==> src/rtl/cjtag_crc_parity_tx.sv <==
// cJTAG transmit framer: forwards payload bytes and appends
// CRC-8 and parity trailer bytes at the end of each frame.
module cjtag_crc_parity_tx #(
  parameter bit         ENABLE_CRC     = 1'b1,
  parameter bit         ENABLE_PARITY  = 1'b1,
  parameter logic [7:0] CRC_POLYNOMIAL = 8'h07,
  parameter logic [7:0] CRC_INIT       = 8'hFF
) (
  input  logic        clk,
  input  logic        rst,
  input  logic [7:0]  s_data,
  input  logic        s_valid,
  input  logic        s_last,
  output logic        s_ready,
  output logic [7:0]  m_data,
  output logic        m_valid,
  output logic        m_last,
  output logic [1:0]  m_kind,
  input  logic        m_ready,
  output logic [7:0]  crc_value,
  output logic        parity_bit,
  input  logic        abort,
  input  logic        clear_stats,
  output logic [15:0] frame_count,
  output logic [15:0] abort_count
);

  localparam logic [1:0] ST_PAY = 2'd0;
  localparam logic [1:0] ST_CRC = 2'd1;
  localparam logic [1:0] ST_PAR = 2'd2;

  logic [1:0]  state_q, state_d;
  logic [7:0]  crc_q, crc_d;
  logic        par_q, par_d;
  logic        in_frame_q, in_frame_d;
  logic [7:0]  m_data_q, m_data_d;
  logic        m_valid_q, m_valid_d;
  logic        m_last_q, m_last_d;
  logic [1:0]  m_kind_q, m_kind_d;
  logic [15:0] frame_cnt_q, frame_cnt_d;
  logic [15:0] abort_cnt_q, abort_cnt_d;
  logic        free;
  logic        drain;

  function automatic logic [7:0] crc_step(
    input logic [7:0] c,
    input logic [7:0] d
  );
    logic [7:0] x;
    x = c ^ d;
    for (int i = 0; i < 8; i++) begin
      x = x[7] ? ((x << 1) ^ CRC_POLYNOMIAL) : (x << 1);
    end
    return x;
  endfunction

  assign free    = !m_valid_q || m_ready;
  assign drain   = m_valid_q && m_ready;
  assign s_ready = !rst && (state_q == ST_PAY) && free && !abort;

  always_comb begin
    state_d     = state_q;
    crc_d       = crc_q;
    par_d       = par_q;
    in_frame_d  = in_frame_q;
    m_data_d    = m_data_q;
    m_valid_d   = m_valid_q;
    m_last_d    = m_last_q;
    m_kind_d    = m_kind_q;
    frame_cnt_d = frame_cnt_q;
    abort_cnt_d = abort_cnt_q;

    if (drain && m_last_q) frame_cnt_d = frame_cnt_q + 16'd1;
    if (abort && (in_frame_q || state_q != ST_PAY))
      abort_cnt_d = abort_cnt_q + 16'd1;
    if (clear_stats) begin
      frame_cnt_d = '0;
      abort_cnt_d = '0;
    end

    if (abort) begin
      state_d    = ST_PAY;
      crc_d      = CRC_INIT;
      par_d      = 1'b0;
      in_frame_d = 1'b0;
      m_valid_d  = 1'b0;
    end else begin
      if (drain) m_valid_d = 1'b0;
      case (state_q)
        ST_PAY: begin
          if (s_valid && s_ready) begin
            m_valid_d  = 1'b1;
            m_data_d   = s_data;
            m_kind_d   = 2'd0;
            m_last_d   = 1'b0;
            in_frame_d = 1'b1;
            if (ENABLE_CRC) crc_d = crc_step(crc_q, s_data);
            if (ENABLE_PARITY) par_d = par_q ^ (^s_data);
            if (s_last) begin
              if (ENABLE_CRC) state_d = ST_CRC;
              else if (ENABLE_PARITY) state_d = ST_PAR;
              else begin
                m_last_d   = 1'b1;
                in_frame_d = 1'b0;
              end
            end
          end
        end
        ST_CRC: begin
          if (free) begin
            m_valid_d = 1'b1;
            m_data_d  = crc_q;
            m_kind_d  = 2'd1;
            m_last_d  = !ENABLE_PARITY;
            if (ENABLE_PARITY) state_d = ST_PAR;
            else begin
              state_d    = ST_PAY;
              crc_d      = CRC_INIT;
              par_d      = 1'b0;
              in_frame_d = 1'b0;
            end
          end
        end
        ST_PAR: begin
          if (free) begin
            m_valid_d  = 1'b1;
            m_data_d   = {7'b0, par_q};
            m_kind_d   = 2'd2;
            m_last_d   = 1'b1;
            state_d    = ST_PAY;
            crc_d      = CRC_INIT;
            par_d      = 1'b0;
            in_frame_d = 1'b0;
          end
        end
        default: state_d = ST_PAY;
      endcase
    end
  end

  always_ff @(posedge clk) begin
    if (rst) begin
      state_q     <= ST_PAY;
      crc_q       <= CRC_INIT;
      par_q       <= 1'b0;
      in_frame_q  <= 1'b0;
      m_data_q    <= '0;
      m_valid_q   <= 1'b0;
      m_last_q    <= 1'b0;
      m_kind_q    <= '0;
      frame_cnt_q <= '0;
      abort_cnt_q <= '0;
    end else begin
      state_q     <= state_d;
      crc_q       <= crc_d;
      par_q       <= par_d;
      in_frame_q  <= in_frame_d;
      m_data_q    <= m_data_d;
      m_valid_q   <= m_valid_d;
      m_last_q    <= m_last_d;
      m_kind_q    <= m_kind_d;
      frame_cnt_q <= frame_cnt_d;
      abort_cnt_q <= abort_cnt_d;
    end
  end

  assign m_data      = m_data_q;
  assign m_valid     = m_valid_q;
  assign m_last      = m_last_q;
  assign m_kind      = m_kind_q;
  assign crc_value   = crc_q;
  assign parity_bit  = par_q;
  assign frame_count = frame_cnt_q;
  assign abort_count = abort_cnt_q;

endmodule

==> config.mk <==
export PLATFORM = sky130hd
export DESIGN_NAME = cjtag_crc_parity_tx
export DESIGN_NICKNAME = d
export VERILOG_FILES = /design/src/rtl/cjtag_crc_parity_tx.sv
export SDC_FILE = /design/constraint.sdc
export NUM_CORES = 1
export LEC_CHECK = 0
export ABC_AREA = 1
export ABC_CLOCK_PERIOD_IN_PS = 2700
export CAP_MARGIN = 20
export CORE_MARGIN = 2
export CORE_UTILIZATION = 50
export CTS_CLUSTER_SIZE = 10
export DETAILED_ROUTE_END_ITERATION = 7
export PLACE_DENSITY = 0.83
export SLEW_MARGIN = 40
export SYNTH_ARGS = -nofsm -noshare
export SYNTH_HDL_FRONTEND = slang
export SYNTH_SLANG_ARGS = --single-unit
==> constraint.sdc <==
create_clock -name clk -period 2.7 [get_ports clk]
set_input_delay 0.54 -clock clk [delete_from_list [all_inputs] [get_ports clk]]
set_output_delay 0.54 -clock clk [all_outputs]
set_load 0.01 [all_outputs]
# Word-level counts from Yosys, hierarchy flattened
# Cells that the tools add are included.
[classes]
n_addsub = 2
multipliers = 0
div = 0
order_cmp = 0
n_eq_ne = 6
shift = 0
n_mux = 35
bitwise = 11
n_reduce_logical = 23
[op_table]
columns = ["cell", "n"]
rows = [
  ["$mux W8", 5],
  ["$add A16 B1 Y16 const B", 2],
  ["$mux W3", 8],
  ["$not A3 Y3", 8],
  ["$pmux W8 S3", 1],
  ["$pmux W8 S2", 1],
  ["$mux W2", 6],
  ["$pmux W2 S3", 2],
  ["$mux W1", 8],
  ["$reduce_xor A8 Y1", 1],
  ["$xor A8 B8 Y8", 1],
  ["$logic_and A1 B1 Y1", 7],
  ["$ne A2 B2 Y1 const B", 3],
  ["$pmux W1 S2", 3],
  ["$reduce_or A2 Y1", 3],
  ["$reduce_and A5 Y1", 1],
  ["$reduce_and A4 Y1", 1],
  ["$reduce_bool A2 Y1", 2],
  ["$logic_not A1 Y1", 3],
  ["$pmux W1 S3", 1],
  ["$reduce_and A3 Y1", 1],
  ["$reduce_bool A3 Y1", 1],
  ["$eq A2 B1 Y1 const B", 1],
  ["$eq A2 B2 Y1 const B", 1],
  ["5 further kinds", 6],
]
[word_totals]
reg_bits = 56
latchBits = 0
ramBits = 0
rom_bits = 0
inputBits = 15
output_inout_bits = 54
word_cells = 87
memories = 0

# Depth between registers and ports, before layout
# Gate-level depths: netlist of run 1.
[depth]
word_depth = 19
depth_mapped = 12
depth_no_buf = 11

# Worst setup path after synthesis of run 1
# Ideal clock, no wire load.
[synth_path]
kind = "reg-to-reg"
start = "register state_q[0]"
end = "register abort_cnt_q[14], in the netlist abort_count[14]"
t_arrival_ps = 1486
required_ps = 2584
path_slack_ps = 1099
path_stages_with_launch = 11
n_path_buf = 0
synth_period_minus_slack_ps = 1601
path_cell_list = "dfxtp_1 > inv_1 > ha_1 > inv_2 > nor2_1 > nor2_4 > nand2_4 > nor3_4 > nand3_1 > o21ai_0 > nor2_1"
[synth_between]
elab_chain_len = 3
[synth_rtl]
columns = ["element", "line", "source"]
rows = [
  ["from (decl)", "32", "logic [1:0] state_q, state_d;"],
  ["from (signal assigned)", "154", "state_q <= state_d;"],
  ["$reduce_bool A2 Y1", "74", "if (abort && (in_frame_q || state_q != ST_PAY))"],
  ["$logic_or A1 B1 Y1", "74", ""],
  ["$logic_and A1 B1 Y1", "74", ""],
  ["to (signal assigned)", "163", "abort_cnt_q <= abort_cnt_d;"],
  ["to (decl)", "41", "logic [15:0] abort_cnt_q, abort_cnt_d;"],
]
# No other way between the ends.
# A chain may end at the register's enable or synchronous reset.

# Worst setup path after layout of run 1
[layout_path]
start = "input port rst"
end = "output port s_ready"
[layout_between]
elab_chain_len = 4
[layout_rtl]
columns = ["element", "line", "source"]
rows = [
  ["from (decl)", "10", "input logic rst,"],
  ["$logic_not A1 Y1", "59", "assign s_ready = !rst && (state_q == ST_PAY) && free && !abort;"],
  ["$logic_and A1 B1 Y1 (3 in a row)", "59", ""],
  ["to (decl)", "14", "output logic s_ready,"],
]
# No other way between the ends.

==> results of run 1 <==
-- sequential cells by signal (all words and copies together), names as in the netlist --
signal and cells:
abort_count 16, m_last 1, m_valid 1, m_kind 1
parity_bit 1, state_q 2, m_data 8, crc_value 8
in_frame_q 1, frame_count 16
-- synth_stat cells (2+ instances only) --
cell	instances	share of area, %
xnor2_1	8	2.3
a21oi_1	33	5.4
nor2_1	39	4.8
o22ai_1	5	1.0
a31oi_1	2	0.41
inv_2	2	0.25
nor3_1	9	1.5
o21ai_0	28	4.6
nor2_2	7	1.4
nand4_1	3	0.62
nand3_2	2	0.66
ha_1	8	3.3
dfxtp_1	55	36
buf_2	4	0.66
a211oi_1	3	0.74
nand2_1	129	16
o21a_1	3	0.74
xor2_1	8	2.3
clkbuf_2	2	0.33
nand3_1	25	4.1
inv_1	61	7.5
o21ai_1	2	0.33
nand2_2	3	0.62
a22o_1	2	0.57
nor2_4	4	1.5
-- cell families (layout without fill, tap and decap cells) --
group / after synthesis / after routing / share of synthesized area (%)
XOR/XNOR: 16 / 16 / 4.59
adder cells (fa/ha/maj): 8 / 8 / 3.28
buffers and inverters: 73 / 147 / 9.43
AO/OA/AOI/OAI: 78 / 78 / 13.8
flip-flops: 55 / 55 / 36.1
AND/OR/NAND/NOR: 226 / 226 / 32.8
-- critical path, cell delays in order --
cell and delay (ps):
clkdlybuf4s50_1 430, nor2_2 170, inv_1 80, nor3_1 270, clkdlybuf4s50_1 600
-- report_power, final --
part / switching (mW) / internal [mW] / leakage (nW) / total (mW)
logic: 0.140 / 0.106 / 1.12 / 0.245
clock network: 0.273 / 0.183 / 0.0483 / 0.457
registers: 0.0119 / 0.825 / 0.444 / 0.837
total: 0.425 / 1.11 / 1.61 / 1.54
-- metal layers --
layer / vias up / routed length [um] / global-route usage (%)
met1: 1377 / 3140 / 28.3
met4: 0 / 125 / 8.17
met2: 106 / 3570 / 38.2
li1: 1590 / - / -
met5: - / 0 / 0
met3: 16 / 437 / 2.72
-- worst max path at each step --
stage / start / to / slack [ps] / cells past startpoint
floorplan: state_q[0]$_SDFFE_PP0P_ / abort_count[14]$_SDFFE_PP0P_ / 1100 / 10
global placement: rst / s_ready / 100 / 5
detailed placement: rst / s_ready / 80 / 5
CTS: rst / s_ready / 80 / 5
global route: m_ready / s_ready / 40 / 6
finish: rst / s_ready / 70 / 5
-- area by class of cell --
cell class | count | share of cell area, %
sequential | 55 | 28.1
timing repair buffer | 74 | 18.5
tap | 75 | 2.40
clock buffer | 5 | 1.76
multi-input combinational | 328 | 42.4
inverter | 65 | 6.29
clock inverter | 3 | 0.479
==> qor.csv, run 1 <==
metric,value,unit
outcome,completed,
hold_viol_final,0,
critPathKind,in2out,
syn_nets,479,
layout-drive-gt1-share,6.98,%
hp-class,reg2reg,
die_x,82.1,um
finalCritPeriodShare,97.4,%
htree_levels,2,
power_density,393,nW/um2
gp_congestion,0.944,
final_cell_mix,"nand2_1, clkdlybuf4s50_1, inv_1",
antenna_found_initial,0,
synth_seq_area_share,36.1,%
multiInputGateArea,1660,um2
worst_r2r_path_depth,10,
fin_setup_tns,0,ps
rr_startpoint,state_q[0]$_SDFFE_PP0P_,
synth.distinct_cells,34,
setup.worst_path.end_class,output pin,
cts_sinks,55,
synth_seq_cells,55,
wl,7270,um
layout_commonest_cell,nand2_1,
drc,0,
nNetsFinal,552,
via_per_inst,5.11,
vias,3089,
grt_overflow,0,
cp_max_fo,2,
boundaryPins,69,
syn_avg_cell_area,6.69,um2
numCtsBuffers,5,
ir_drop,192,uV
track_usage,22.1,%
holdWs,452,ps
reg2reg_to,abort_count[12]$_SDFFE_PP0P_,
insertion_delay,310,ps
rsz0062_at_grt,no,
synthArstFlopShare,0,%
hpwlAfterDp,5670,um
cts-resized-gates,0,
num_rows,28,
dpl_cell_area,3830,um2
seq_area,1100,um2
critPathRequiredTime,2160,ps
coreArea,5920,um2
grt_pass1_vias,2758,
drv_cap,0,
hold_end,m_data[6]$_SDFFE_PP0P_,
port_buffers,68,
ys_warn_count,0,
cp.arrival,2090,ps
pre_cts_slack,82.5,ps
slew_headroom,67.3,%
cp-start-kind,primary input,
clock.fmax,380,MHz
dp_cells,597,
p_leak,1.61,nW
worst-r2r-setup-slack,840,ps
slew_violations,0,
grt_max_degree,21,
fill_cells,506,
clk_path_buf_depth,2,
fin_crit,2630,ps
antenna_left,0,
grt_pass1_wl,11900,um
fin_area,3920,um2
cts.reportedPaths.clkPinSlew,100,ps
clock_skew,1.52,ps
setup_viol,0,
holdPathStages,2,
syn_area,3050,um2
cts_hold_buffers,0,
cts_tree,yes,
firstDrtPassIters,6,
post_cts_buffers,0,
die_height,82.1,um
synth_edf_count,0,
start_util,51.5,%
area_delta_synth_final,28.4,%
design.die.area,6740,um2
instances_no_fill,605,
synthFlopType,dfxtp_1,
p_total,1.54,mW
hold_path_startpoint,m_data[6]$_SDFFE_PP0P_,
fin_util,66.2,%
wl_per_cell,12.0,um
layout_setup_ws,70.3,ps
tightestPinTransition,490,ps
n_antenna_cell,0,
root_buffer,clkbuf_8,
drt_iter0_drc,207,
synth_cells,456,
(Power assumes the default switching activity.)
==> inputs of run 2 (changes only) <==
Settings changed: ABC_CLOCK_PERIOD_IN_PS 2700 to 2300, CORE_UTILIZATION 50 to 46, PLACE_DENSITY 0.83 to 0.8.
Clock period 2.7 ns to 2.3 ns, I/O delays scaled along.
==> run 2 against run 1 <==
Compared with the run above: combinational power increased by 16%; register-to-register slack lost 380 ps; sequential power increased by 17%; die area up 8.3%; sequential share of layout area shrank 0.23 points; first-iteration DRC count down 58%; clock power increased by 29%; global-route usage down 2.8 points; largest power group unchanged; highest routed layer unchanged.
==> qor.csv, run 2 (synthesized netlist as in run 1, its figures left out) <==
metric,value,unit,change
nNetsFinal,554,,+0.36%
gp_congestion,0.871,,-7.8%
grt_pass1_wl,11500,um,-2.8%
cp.arrival,1560,ps,-530 ps
switchingPower,0.490,mW,+15%
setup_viol,0,,unchanged
port_buffers,68,,unchanged
final_cell_mix,"nand2_1, clkdlybuf4s50_1, inv_1",,
wl,7120,um,-2.1%
cts_tree,yes,,
htree_levels,2,,unchanged
clock.fmax,495,MHz,
pwr-share-seq,52.9,%,-1.5 points
p_clk_share,31.8,%,+2.1 points
root_buffer,clkbuf_8,,
p_leak,1.63,nW,+0.93%
slew_violations,0,,unchanged
fill_cells,566,,+12%
die_height,85.5,um,+4.0%
p_int,1.37,mW,+23%
n_antenna_cell,0,,unchanged
multiInputGateArea,1660,um2,unchanged
finalCritPeriodShare,87.9,%,
track_usage,19.4,%,-2.8 points
slew_headroom,66.4,%,-0.89 points
insertion_delay,310,ps,about the same
layout_setup_ws,278,ps,+208 ps
critPathKind,reg2out,,
hpwlAfterDp,5650,um,-0.40%
design.die.area,7300,um2,+8.3%
vias,3040,,-1.6%
area_delta_synth_final,29.4,%,
hold_viol_final,0,,unchanged
clock_skew,4.46,ps,+2.93 ps
layout-drive-gt1-share,7.33,%,+0.35 points
drt_iter0_drc,86,,-58%
cp-start-kind,flip-flop,,
drv_cap,0,,unchanged
antenna_left,0,,unchanged
die_x,85.5,um,+4.0%
hp-class,reg2reg,,
layout_commonest_cell,nand2_1,,
start_util,47.8,%,-3.8 points
num_rows,29,,+3.6%
power_density,470,nW/um2,+20%
setup.worst_path.end_class,output pin,,
antenna_found_initial,0,,unchanged
fin_setup_tns,0,ps,unchanged
wl_per_cell,11.7,um,-2.8%
p_sw_share,26.4,%,-1.2 points
rsz0062_at_grt,no,,
cts_sinks,55,,unchanged
grt_max_degree,21,,unchanged
ir_drop,328,uV,+71%
grt_pass1_vias,2667,,-3.3%
cts.reportedPaths.clkPinSlew,90,ps,about the same
critPathRequiredTime,1840,ps,-320 ps
boundaryPins,69,,unchanged
firstDrtPassIters,4,,-2
via_per_inst,4.99,,-2.2%
seq_area,1100,um2,unchanged
numCtsBuffers,5,,unchanged
tightestPinTransition,503,ps,+13.4 ps
drc,0,,unchanged
cp_max_fo,5,,+3
clk_path_buf_depth,2,,unchanged
share_comb_of_total_power,15.4,%,-0.5 points
coreArea,6390,um2,+7.9%
grt_overflow,0,,unchanged
pre_cts_slack,7.13,ps,-75.4 ps
outcome,completed,,
fin_crit,2020,ps,
run 2: changes by cell type in the layout (fill, tap and decap cells not counted):
cell / previous run / this run
dlygate4sd2_1: 0 / 1
clkinv_2: 2 / 0
clkdlybuf4s50_1: 68 / 67
inv_6: 1 / 0
buf_4: 6 / 8
clkbuf_8: 5 / 7
clkinvlp_4: 0 / 1
run 2: what timing repair did:
item                                    4_1_cts  5_1_grt
gates resized for setup                       1        0
buffers inserted                              0        0
endpoints found under the hold margin         0        0
endpoints found under the setup margin        1        0
hold buffers                                  0        0
run 2: power by group through the flow:
stage,Combinational [mW],Clock (mW),Sequential (mW)
after global routing,0.318,0.638,0.985
after global placement,0.277,0,1.00
after CTS,0.284,0.602,0.982
final,0.285,0.590,0.982
after floorplan,0.169,0,1.01
after detailed placement,0.284,0,1.00
run 2: final timing paths:
kind | start | to | slack, ps | cells past startpoint
max | state_q[1]$_SDFFE_PP0P_ | s_ready | 280 | 5
max reg2reg | state_q[0]$_SDFFE_PP0P_ | abort_count[12]$_SDFFE_PP0P_ | 460 | 10
min | m_data[7]$_SDFFE_PP0P_ | m_data[7]$_SDFFE_PP0P_ | 450 | 2
min reg2reg | m_data[7]$_SDFFE_PP0P_ | m_data[7]$_SDFFE_PP0P_ | 450 | 2
run 2: metal layers:
metal | global-route usage, % | vias to the layer above | share of wire (%)
met1 | 24.2 | 1356 | 46
met2 | 33.4 | 77 | 48
met3 | 3.79 | 10 | 4.8
met4 | 6.49 | 0 | 1.7
li1 | - | 1597 | -
met5 | 0 | - | 0
run 2: final cells by class:
type                            count  area share (%)
Clock buffer                        7            2.44
Sequential cell                    55            27.9
Multi-Input combinational cell    328            42.1
Clock inverter                      1           0.190
Tap cell                           77            2.44
Inverter                           65            6.24
Timing Repair Buffer               76            18.7
run 2: worst max-delay path, cell delays in order, from the launching register on:
cell and delay [ps]:
dfxtp_1 340, inv_1 150, ha_1 230, inv_2 80
nor3_1 180, dlygate4sd2_1 290
run 2: through the flow:
| stage | std cells | hold WS [ps] | cell area [um2] | power, mW | util (%) |
|---|---|---|---|---|---|
| finish | 609 | 446 | 3950 | 1.86 | 61.9 |
| global route | 609 | 471 | 3950 | 1.94 | 61.9 |
| CTS | 609 | 449 | 3950 | 1.87 | 61.9 |
| detailed placement | 601 | 435 | 3850 | 1.29 | 60.2 |
| global placement | 601 | 430 | 3850 | 1.28 | 60.2 |
| floorplan | 456 | 459 | 3050 | 1.18 | - |
==> RTL change 1, RTL diff (flow settings as in run 2) <==
Set the parameter `ENABLE_PARITY` to 1'b0 (it was 1'b1).
--- a/src/rtl/cjtag_crc_parity_tx.sv
+++ b/src/rtl/cjtag_crc_parity_tx.sv
@@ -4,3 +4,3 @@
   parameter bit         ENABLE_CRC     = 1'b1,
-  parameter bit         ENABLE_PARITY  = 1'b1,
+  parameter bit         ENABLE_PARITY  = 1'b0,
   parameter logic [7:0] CRC_POLYNOMIAL = 8'h07,
Function: changed (a bounded check fails within 4 cycles, from zero or initial values and one cycle with rst high).
==> RTL change 1 against run 2 <==
- synthesized cell count decreased by 11%
- largest cell class unchanged
- critical endpoint unchanged
- largest power group unchanged
- via count decreased by 10%
- total power decreased by 8.6%
- sequential cell count decreased by 2
- final area decreased by 7.8%
- worst setup slack got worse by 35 ps
- combinational power decreased by 27%
- global-route usage increased by 0.78 points
- routed wire length decreased by 11%
- critical path type is now in -> out
- area after synthesis decreased by 9.3%
- critical path depth unchanged
- cell count decreased by 8.7%
- utilization about the same
==> RTL change 1: results (changes against run 2) <==
Status:
- The run finished with clean final reports.

Cells and area:
- The final-layout fill cell count is 550 (-2.8%).
- The number of nets in the final layout came to 498 (-10%).
- The share of final-layout standard cells stronger than drive strength 1 is 0.08524 (+0.01193).

Critical path:
- The data arrival at the endpoint of the critical path came to 1600 ps (+40 ps).
- The worst setup slack for register-to-register paths is 740 ps (+280 ps).
- The biggest fanout along the worst timing path is 2 (-3).
- The worst register-to-register path begins at frame_count[0].
- The endpoint identified for the worst register-to-register timing path is frame_count[14].

Logic synthesis:
- The post-synthesis share of cell area spent on full adders, half adders and majority gates is 0.009038 (-0.02376).
- The fraction of synthesized cell area in xor and xnor cells is 0.04745 (+0.001526).
- The fraction of the mapped netlist area in compound gates came to 0.1175 (-0.02068).
- The portion of the post-synthesis area used by sequential elements is 0.3832 (+0.02239).
- The count of different cell masters after synthesis is 40 (+18%).
- The count of synthesis-stage warnings from yosys is 0 (unchanged).
- Counting instances in the post-synthesis netlist gives the leading cell types as sky130_fd_sc_hd__nand2_1 (117), sky130_fd_sc_hd__dfxtp_1 (53), sky130_fd_sc_hd__nor2_1 (48).
- By area the synthesized netlist is led by sky130_fd_sc_hd__dfxtp_1 (38%), sky130_fd_sc_hd__nand2_1 (16%), sky130_fd_sc_hd__nor2_1 (6.5%).

Worst hold path:
- For hold timing, the worst endpoint is frame_count[10].
- In this run the most critical hold path is launched from frame_count[10].

Power:
- The leakage component of the power came to 1.465 nW (-10%).
- The peak supply drop is 0.2857 mV (-13%).

Global routing:
- The maximum number of pins on one net before global-route repair is 16 (-24%).
- The number of global-route vias before repair was 2422 (-9.2%).
- The global-route total usage across every layer is 0.2014 (+0.007757).

Placed design:
- The placed wire-length estimate came to 4868 um (-14%).
- The final weighted congestion of routability-driven global placement is 0.8064 (-7.4%).
- The cell count after placement is 549 (-8.7%).
- The number of port buffers was 66 (-2.9%).

Drt:
- The total detailed-routing wirelength came to 6359 um (-11%).
- The DRC marker count from the first detailed-route iteration is 90 (+4.7%).
- The number of vias in the routed layout is 2733 (-10%).
- The detailed-route vias per instance is 4.915 (-1.5%).

CTS:
- After clock tree synthesis, the clock-pin slew on the worst setup and hold paths is 100 ps.

STA:
- The final setup skew is 9.939 ps (+5.482 ps).
-- RTL change 1: logic make-up (layout without fill, tap and decap cells) --
kind of cell | Yosys count | after routing
AND/OR/NAND/NOR | 216 | 216
AO/OA/AOI/OAI | 61 | 61
buffers and inverters | 57 | 132
flip-flops | 53 | 53
XOR/XNOR | 15 | 15
adder cells (fa/ha/maj) | 2 | 2
other | 1 | 2
-- RTL change 1: metrics by stage --
stage | setup slack (ps) | util | setup TNS, ps | hold slack, ps
after floorplan | 808.3 | - | 0 | 476.5
after global placement | -57.93 | 0.6035 | -57.93 | 445.3
after detailed placement | -45.11 | 0.6035 | -45.11 | 461.7
after CTS | 224.0 | 0.6186 | 0 | 475.5
after global routing | 183.8 | 0.6186 | 0 | 507.2
final | 243.8 | 0.6186 | 0 | 476.7
-- RTL change 1: worst max path at each step --
stage	startpoint	depth (start not counted)	end
6_report	rst	5	s_ready
5_1_grt	abort	5	s_ready
4_1_cts	rst	5	s_ready
3_5_place_dp	rst	5	s_ready
3_3_place_gp	abort	5	s_ready
2_1_floorplan	rst	9	m_data[1]
-- RTL change 1: final cells by class --
class                   count  area, um^2  area share
well taps                  75       93.84     0.02577
multi-input cells         296        1466      0.4028
flip-flops and latches     53        1061      0.2914
clock buffers               6       82.58     0.02268
inverters                  50       202.7     0.05567
clock inverters             1       7.507    0.002062
repair buffers             75       726.9      0.1997
-- RTL change 1: timing repair --
action,in CTS,in global routing
gates resized for setup,1,0
hold buffers,0,0
setup endpoints to repair,1,0
setup buffers,0,0
-- RTL change 1: critical path, stage by stage --
cell and delay [ps]:
sky130_fd_sc_hd__clkdlybuf4s50_1 460, sky130_fd_sc_hd__clkinv_2 80, sky130_fd_sc_hd__nand2_2 70, sky130_fd_sc_hd__nor3_4 220
sky130_fd_sc_hd__dlygate4sd2_1 300
-- RTL change 1: report_power, final --
part / internal, W / leakage, nW / switching [W] / total (W)
sequential: 0.000927 / 0.428 / 0.00000785 / 0.000935
combinational: 0.0000933 / 0.994 / 0.000115 / 0.000209
clock: 0.000239 / 0.0433 / 0.000314 / 0.000553
total: 0.00126 / 1.47 / 0.000437 / 0.00170
-- RTL change 1: per-layer routing --
metal	vias up	part of all wire	track usage
met1	1236	0.48	0.2710
met3	7	0.044	0.03297
met5	-	0	0
met2	58	0.47	0.3328
met4	0	0.012	0.06000
li1	1432	-	-
==> RTL change 2, RTL diff (flow settings as in run 2) <==
Made on the original files. Reset style: asynchronous (`rst`), changed in one clocked block.
--- a/src/rtl/cjtag_crc_parity_tx.sv
+++ b/src/rtl/cjtag_crc_parity_tx.sv
@@ -140,3 +140,3 @@
 
-  always_ff @(posedge clk) begin
+  always_ff @(posedge clk or posedge rst) begin
     if (rst) begin
Check against the original RTL: differs if rst is asserted again (counterexample within 4 cycles, from zero or initial values and one cycle with rst high); with rst held inactive, the same outputs for 4 cycles.
==> RTL change 2 against run 2 <==
- area after synthesis rose by 10%
- worst setup slack got worse by 130 ps
- via count rose by 7.7%
- final area rose by 8.2%
- count of clock-buffer cells in the layout fell by 1
- non-clock buffer count fell by 1
- synthesized cell count rose by 1.5%
- sequential cell count did not move
- routed wire length rose by 15%
- sequential share of layout area rose by 4.6 points
Power is not compared: it rests on default switching activity, and its combinational part moved more than twofold at a synthesized area within 25%.
==> RTL change 2: results (changes against run 2) <==
Cells and area:
- The final-layout fill cell count is 666 (+18%).
- The number of nets in the final layout came to 559 (+0.90%).

Logic synthesis:
- sky130_fd_sc_hd__dfrtp_1 takes more of the synthesized area than any other cell.
- The portion of the post-synthesis area used by sequential elements was 0.4120 (+0.05125).
- The count of different cell masters after synthesis came to 36 (+5.9%).
- The fraction of the mapped netlist area in compound gates is 0.1097 (-0.02847).
- The post-synth net total is 485 (+1.3%).
- Counting instances in the post-synthesis netlist gives the leading cell types as sky130_fd_sc_hd__nand2_1 (147), sky130_fd_sc_hd__inv_1 (59), sky130_fd_sc_hd__dfrtp_1 (47).
- The post-synthesis async set-or-reset flop share came to 1.000 (+1.000).
- The number of instances in the synthesized netlist is 463 (+1.5%).
- The fraction of synthesized cell area in xor and xnor cells is 0.05950 (+0.01358).

Drt:
- The total detailed-routing wirelength was 8170 um (+15%).
- The number of vias in the routed layout was 3273 (+7.7%).
- The wire length per cell is 12.83 um (+9.7%).

Critical path:
- The worst setup slack for register-to-register paths is 330 ps (-130 ps).
- The origin of the critical flop-to-flop path is state_q[0].
- The data arrival at the endpoint of the critical path was 1690 ps (+130 ps).
- The depth of the worst register-to-register path is 12 (+2).
- The stage delay of the slowest cell on the critical path is 440 ps (+100 ps).

Global routing:
- The global-route total usage across every layer is 0.2225 (+0.02882).
- The maximum number of pins on one net before global-route repair is 56 (+170%).
- The number of global-route vias before repair is 3213 (+20%).

Worst hold path:
- The capture endpoint of the worst hold path is m_data[5].

Placed design:
- The minimum setup slack after placement was 39.94 ps (+32.81 ps).
- The placed wire-length estimate is 6266 um (+11%).
- The final weighted congestion of routability-driven global placement was 0.8965 (+3.0%).

Status:
- The run finished with clean final reports.
-- RTL change 2: changes by cell type after synthesis, moves of 4 or more --
| cell | before | now |
|---|---|---|
| sky130_fd_sc_hd__a21oi_1 | 33 | 25 |
| sky130_fd_sc_hd__dfrtp_1 | 0 | 47 |
| sky130_fd_sc_hd__dfstp_2 | 0 | 8 |
| sky130_fd_sc_hd__dfxtp_1 | 55 | 0 |
| sky130_fd_sc_hd__nand2_1 | 129 | 147 |
| sky130_fd_sc_hd__nand4_1 | 3 | 10 |
| sky130_fd_sc_hd__nor2_2 | 7 | 3 |
| sky130_fd_sc_hd__nor3_1 | 9 | 13 |
| sky130_fd_sc_hd__o21ai_0 | 28 | 21 |
-- RTL change 2: final cells by class --
cell class,instances,area [um^2],area share
Timing Repair Buffer,75,732.0,0.1713
Clock buffer,6,72.57,0.01698
Sequential cell,55,1386,0.3244
Inverter,61,232.7,0.05445
Tap cell,99,123.9,0.02898
Multi-Input combinational cell,339,1714,0.4011
Clock inverter,2,12.51,0.002927
-- RTL change 2: worst max path at each step --
stage | start | to | slack [ps] | cells past startpoint
2_1_floorplan | rst | crc_value[4] | 100 | 8
3_3_place_gp | m_ready | s_ready | 40 | 6
3_5_place_dp | m_ready | s_ready | 40 | 6
4_1_cts | state_q[1] | s_ready | 110 | 7
5_1_grt | state_q[0] | s_ready | 10 | 7
6_report | state_q[0] | s_ready | 150 | 7
-- RTL change 2: per-layer routing --
| layer | GRT usage | part of all wire |
|---|---|---|
| met1 | 0.2764 | 0.42 |
| met2 | 0.4000 | 0.51 |
| met3 | 0.03047 | 0.054 |
| met4 | 0.06649 | 0.0087 |
| met5 | 0 | 0 |
-- RTL change 2: what timing repair did --
action                     in CTS  in global routing
gates resized for setup         1                  1
setup endpoints to repair       1                  1
setup buffers                   0                  1
